--- src/rtl/cpu_status_pkg.sv ---
// Shared definitions for the CPU status register and its context-save stack.
package cpu_status_pkg;

    // Default width of the status word and the meaning of each flag bit
    localparam int NUM_STATUS_BITS = 2;
    localparam int STAT_C          = 0;
    localparam int STAT_Z          = 1;

    // Encoding of sel_stat_in_alu_decoder
    localparam logic SEL_DEC = 1'b0;
    localparam logic SEL_ALU = 1'b1;

endpackage

--- src/rtl/status_lifo.sv ---
// Storage array plus occupancy counter for saved status words.
// The caller guarantees push_ok is only raised when not full and pop_ok only
// when not empty, and never both at once.
module status_lifo
    import cpu_status_pkg::*;
#(
    parameter int Width = NUM_STATUS_BITS,
    parameter int Depth = 4,
    localparam int CntW = $clog2(Depth + 1),
    localparam int IdxW = (Depth > 1) ? $clog2(Depth) : 1
) (
    input  logic             clk,
    input  logic             res,
    input  logic             push_ok,
    input  logic             pop_ok,
    input  logic [Width-1:0] din,
    output logic [Width-1:0] dout,
    output logic             full,
    output logic             empty
);

    logic [Width-1:0] mem [Depth];
    logic [CntW-1:0]  occ;
    logic [CntW-1:0]  occ_m1;
    logic [IdxW-1:0]  wr_idx;
    logic [IdxW-1:0]  rd_idx;

    // The next free slot is occ, the top of stack is occ-1; both stay in range
    // whenever the corresponding push_ok/pop_ok is legal.
    assign occ_m1 = occ - CntW'(1);
    assign wr_idx = occ[IdxW-1:0];
    assign rd_idx = occ_m1[IdxW-1:0];

    assign dout  = mem[rd_idx];
    assign full  = (occ == CntW'(Depth));
    assign empty = (occ == '0);

    // Occupancy counter: only moves on a legal push or pop, so it never wraps
    always_ff @(posedge clk) begin
        if (res) begin
            occ <= '0;
        end else if (push_ok) begin
            occ <= occ + CntW'(1);
        end else if (pop_ok) begin
            occ <= occ_m1;
        end
    end

    // Saved words are data only; their contents after reset are don't-care
    always_ff @(posedge clk) begin
        if (push_ok) begin
            mem[wr_idx] <= din;
        end
    end

endmodule

--- src/rtl/status_reg_stack.sv ---
// CPU status register with masked ALU/decoder write path, a LIFO of saved
// status words for call/interrupt context, and sticky stack error flags.
module status_reg_stack
    import cpu_status_pkg::*;
#(
    parameter int NumStatusBits = NUM_STATUS_BITS,
    parameter int StackDepth    = 4
) (
    input  logic                     clk,
    input  logic                     res,
    input  logic                     wr_en,
    input  logic                     sel_stat_in_alu_decoder,
    input  logic [NumStatusBits-1:0] alu_status,
    input  logic [NumStatusBits-1:0] dec_status,
    input  logic [NumStatusBits-1:0] wr_mask,
    input  logic                     push,
    input  logic                     pop,
    input  logic                     clr_err,
    output logic [NumStatusBits-1:0] status,
    output logic                     stack_full,
    output logic                     stack_empty,
    output logic                     stack_overflow,
    output logic                     stack_underflow
);

    // Bits with mask=1 take the new source value, the rest keep their old value
    function automatic logic [NumStatusBits-1:0] merge_masked(
        input logic [NumStatusBits-1:0] old_val,
        input logic [NumStatusBits-1:0] src_val,
        input logic [NumStatusBits-1:0] mask
    );
        return (old_val & ~mask) | (src_val & mask);
    endfunction

    logic [NumStatusBits-1:0] src;
    logic [NumStatusBits-1:0] wr_next;
    logic [NumStatusBits-1:0] lifo_dout;
    logic                     push_req;
    logic                     pop_req;
    logic                     push_ok;
    logic                     pop_ok;

    assign src     = (sel_stat_in_alu_decoder == SEL_ALU) ? alu_status : dec_status;
    assign wr_next = wr_en ? merge_masked(status, src, wr_mask) : status;

    // push together with pop cancels out: no stack movement and no error
    assign push_req = push & ~pop;
    assign pop_req  = pop & ~push;
    assign push_ok  = push_req & ~stack_full;
    assign pop_ok   = pop_req & ~stack_empty;

    status_lifo #(
        .Width (NumStatusBits),
        .Depth (StackDepth)
    ) u_lifo (
        .clk     (clk),
        .res     (res),
        .push_ok (push_ok),
        .pop_ok  (pop_ok),
        .din     (status),
        .dout    (lifo_dout),
        .full    (stack_full),
        .empty   (stack_empty)
    );

    // Status register: a successful restore takes priority over the write path
    always_ff @(posedge clk) begin
        if (res) begin
            status <= '0;
        end else if (pop_ok) begin
            status <= lifo_dout;
        end else begin
            status <= wr_next;
        end
    end

    // Sticky error flags: a new error event wins over a simultaneous clear
    always_ff @(posedge clk) begin
        if (res) begin
            stack_overflow  <= 1'b0;
            stack_underflow <= 1'b0;
        end else begin
            if (push_req && stack_full) begin
                stack_overflow <= 1'b1;
            end else if (clr_err) begin
                stack_overflow <= 1'b0;
            end
            if (pop_req && stack_empty) begin
                stack_underflow <= 1'b1;
            end else if (clr_err) begin
                stack_underflow <= 1'b0;
            end
        end
    end

endmodule

--- config.mk ---
export PLATFORM = sky130hd
export DESIGN_NAME = status_reg_stack
export DESIGN_NICKNAME = d
export VERILOG_FILES = /design/src/rtl/cpu_status_pkg.sv /design/src/rtl/status_lifo.sv /design/src/rtl/status_reg_stack.sv
export SDC_FILE = /design/constraint.sdc
export NUM_CORES = 1
export LEC_CHECK = 0
export ABC_AREA = 1
export CAP_MARGIN = 15
export CORE_MARGIN = 2
export CORE_UTILIZATION = 40
export DETAILED_ROUTE_END_ITERATION = 12
export PLACE_DENSITY = 0.77
export SLEW_MARGIN = 0
export SYNTH_ARGS = -nofsm -noshare
export SYNTH_HDL_FRONTEND = slang
export SYNTH_SLANG_ARGS = --single-unit
--- constraint.sdc ---
create_clock -name clk -period 1.6 [get_ports clk]
set_clock_uncertainty 0.2 [all_clocks]
set_input_delay 0.48 -clock clk [delete_from_list [all_inputs] [get_ports clk]]
set_output_delay 0.48 -clock clk [all_outputs]
set_load 0.005 [all_outputs]
==> flow_summary_export.csv, run 1 <==
group,metric,value,unit
worst_setup_path,cp_num_buf_inv,2,
grt,antenna_found_initial,0,
drt,wl_met3,75,um
die,die_w,49.0,um
worst_setup_path,critical_path_arrival,1.14,ns
sta,timing.final.crit_share,113,%
worst_setup_path,critPathRequiredTime,0.92,ns
power_and_ir_drop,swShare,31.9,%
outcome,status,"finished with violations",
synthesis,post-synth-top-area-fraction,29.6,%
clocking,clkTransAtPathRegs,0.10,ns
worst_setup_path,r2r_slack,-0.17,ns
synthesis,ys_seq_area_share,46.9,%
power_and_ir_drop,p_seq_share,42.5,%
power_and_ir_drop,vdd_drop_max,557,uV
worst_setup_path,cp-start-kind,"flip-flop",
drt,dr_wl_met2,1.20,mm
worst_setup_path,path_class,"reg2out",
synthesis,yosysMostFrequentCell,"nand2_1",
placed_design,gp_congestion,0.836,
die,core_area,1940,um^2
power_and_ir_drop,power,1.07,mW
power_and_ir_drop,pwr-share-clk,20.3,%
worst_setup_path,crit_chain,"inv_4 > ha_4 > ha_4 > buf_6",
power_and_ir_drop,comb_power_share,37.2,%
synthesis,yosys_warnings,0,
worst_setup_path,max_stage_delay,0.37,ns
worst_hold_path,min_delay_path_depth,2,
synthesis,synth_cell_types,16,
clocking,cts_tree,"done",
worst_setup_path,cp_slowest_cell,"dfxtp_2",
sta,hold_viol,0,
finish,drive_gt1_share,34.8,%
finish,fin_cells,168,
placed_design,dp_hpwl,1.46,mm
grt,grt_pass1_vias,835,
power_and_ir_drop,power.switching,0.343,mW
sta,rsz0062_at_grt,"true",
die,die_h,49.0,um
placed_design,dpl_cell_area,1120,um^2
power_and_ir_drop,intPower,0.732,mW
die,num_rows,16,
grt,grt_usage,20.3,%
synthesis,ys_seq_elements,15,
sta,timing.fmax,551,MHz
placed_design,dp_cells,162,
worst_setup_path,r2r_cells,9,
flow_run,max-cap-violations,0,
sta,slew-limit-headroom,84.2,%
drt,wl_per_cell,13.4,um
clocking,root_buffer,"clkbuf_4",
clocking,htreeDepth,1,
synthesis,yosys-top-cells-area,"edfxtp_1 (30%), dfxtp_1 (17%), nand2_1 (12%)",
finish,fin_nets,161,
synthesis,async_flop_share,0,%
sta,finalMaxSlewViolations,0,
worst_setup_path,r2r-start,"u_lifo.occ[1]$_SDFFE_PP0P_",
finish,n_antenna_cell,0,
drt,dr_total_vias,796,
clocking,cts_made_buffers,3,
grt,grt_max_degree,10,
sta,period_minus_slack,1.82,ns
synthesis,ys.flop_type,"edfxtp_1",
clocking,cts.sinks,15,
worst_hold_path,hold_path.class,"reg2reg",
power_and_ir_drop,p_leak,0.591,nW
synthesis,syn_area,811,um^2
die,start_util,41.8,%
placed_design,pre_cts_slack,-0.352,ns
drt,ant_nets,0,
clocking,cts_buffer_depth,2,
placed_design,port-buffer-count,18,
sta,setup_ws,-0.215,ns
clocking,clk_latency,0.29,ns
drt,firstDrtPassIters,4,
sta,finalSetupViolCount,7,
synthesis,synth_fp_nets,124,
worst_setup_path,cpLargestDelayFamily,"flip-flops",
drt,first_iter_violations,12,
drt,top_layer_used,"met4",
worst_setup_path,timing.rr.end,"u_lifo.occ[2]$_SDFFE_PP0P_",
worst_setup_path,crit_top_cell,"ha_4",
synthesis,synth_largest_area_cell,"edfxtp_1",
worst_setup_path,crit_path_end_kind,"primary output",
grt,grt-ovfl-total,0,
die,die_area,2400,um^2
clocking,hold_buffers,0,
synthesis,synth_common_cells,"nand2_1 (26), inv_1 (21), nor2_1 (14), edfxtp_1 (8), dfxtp_1 (7)",
drt,vias_per_cell,4.74,
power_and_ir_drop,p_per_area,852,nW/um^2
grt,grt_pass1_wl,3.65,mm
drt,drc,0,
finish,area_growth,55.6,%
outcome,violations,"setup timing",
drt,drt_wl_total,2.25,mm
worst_hold_path,hp-start,"stack_overflow$_SDFFE_PP0P_",
worst_setup_path,path_max_fanout,3,
sta,worst_pin_slew,0.236,ns
synthesis,syn-instance-count,105,
synthesis,synth.avg_cell_area,7.72,um^2
synthesis,synth_edf_count,8,
finish,fin_area,1260,um^2
die,pin_count,19,
worst_hold_path,worstHoldEndpoint,"stack_overflow$_SDFFE_PP0P_",
drt,drt-met1-wl,930,um
==> stage by stage <==
stage | util (%) | hold WS (ns) | TNS, ns
finish | 64.9 | 0.276 | -1.00
global route | 64.9 | 0.308 | -1.61
CTS | 63.4 | 0.278 | -0.988
detailed placement | 57.9 | 0.271 | -4.94
global placement | 57.9 | 0.253 | -4.24
floorplan | - | 0.254 | 0
==> per-layer routing <==
| metal | up-vias | track usage, % |
|---|---|---|
| met2 | 18 | 38.4 |
| met3 | 5 | 4.60 |
| met5 | - | 0 |
| met1 | 374 | 21.7 |
| li1 | 399 | - |
| met4 | 0 | 7.62 |
==> logic make-up after synthesis <==
kind of cell	Yosys count	share of synthesized area (%)
AO/OA/AOI/OAI	10	6.48
buffers and inverters	22	10.2
flip-flops	15	46.9
adder cells (fa/ha/maj)	6	9.26
AND/OR/NAND/NOR	52	27.2
==> cells in the final DEF, fill, tap and decap left out, types with 5 or more instances in the layout <==
| cell | n |
|---|---|
| nand2_1 | 22 |
| inv_1 | 15 |
| buf_4 | 13 |
| clkdlybuf4s50_1 | 10 |
| nor2_1 | 8 |
| edfxtp_1 | 8 |
| dlygate4sd2_1 | 6 |
| inv_2 | 5 |
| a21oi_1 | 5 |
==> power by group through the flow <==
| stage | Combinational (mW) | Sequential (mW) | Clock, mW |
|---|---|---|---|
| floorplan | 0.143 | 0.464 | 0 |
| finish | 0.400 | 0.456 | 0.219 |
| global placement | 0.302 | 0.456 | 0 |
| global route | 0.435 | 0.458 | 0.241 |
| detailed placement | 0.309 | 0.457 | 0 |
| CTS | 0.359 | 0.455 | 0.219 |
==> worst register-to-register path, stage by stage, from the launching register on <==
cell	delay (ns)
dfxtp_2	0.37
inv_4	0.05
ha_4	0.16
ha_4	0.16
buf_6	0.10
nand3b_1	0.26
nand2_2	0.16
inv_2	0.06
a21oi_2	0.10
nor2_1	0.05
==> worst max path at each step <==
| stage | from | cells after the start | slack (ns) | endpoint |
|---|---|---|---|---|
| after floorplan | u_lifo.occ[0]$_SDFFE_PP0P_ | 8 | 0.01 | u_lifo.occ[2]$_SDFFE_PP0P_ |
| after global placement | u_lifo.occ[0]$_SDFFE_PP0P_ | 4 | -0.32 | stack_empty |
| after detailed placement | pop | 6 | -0.35 | u_lifo.mem[3][1]$_DFFE_PP_ |
| after CTS | u_lifo.occ[1]$_SDFFE_PP0P_ | 4 | -0.22 | stack_empty |
| after global routing | u_lifo.occ[1]$_SDFFE_PP0P_ | 9 | -0.25 | u_lifo.occ[2]$_SDFFE_PP0P_ |
| final | u_lifo.occ[1]$_SDFFE_PP0P_ | 4 | -0.22 | stack_empty |
==> area by class of cell <==
cell class / instances / area [um^2]
Multi-Input combinational cell: 68 / 444
Tap cell: 27 / 33.8
Clock buffer: 3 / 22.5
Inverter: 22 / 90.1
Timing Repair Buffer: 32 / 278
Fill cell: 160 / 681
Clock inverter: 1 / 5.00
Sequential cell: 15 / 388
==> repair_timing <==
action	in CTS	in global routing
buffers inserted	2	0
hold endpoints to repair	0	0
endpoints found under the setup margin	19	15
resized for setup	42	9
pin swaps	7	8
Note: power is estimated with default switching activity, not from simulation.
==> run 2, diff against run 1 <==
--- a/config.mk
+++ b/config.mk
@@ -9,7 +9,9 @@
 export CAP_MARGIN = 15
 export CORE_MARGIN = 2
 export CORE_UTILIZATION = 40
+export CTS_CLUSTER_DIAMETER = 120
 export DETAILED_ROUTE_END_ITERATION = 12
+export HOLD_SLACK_MARGIN = 0.02
 export PLACE_DENSITY = 0.77
 export SLEW_MARGIN = 0
 export SYNTH_ARGS = -nofsm -noshare
==> results of run 2 <==
Final layout, timing and power as in run 1 (identical DEF).
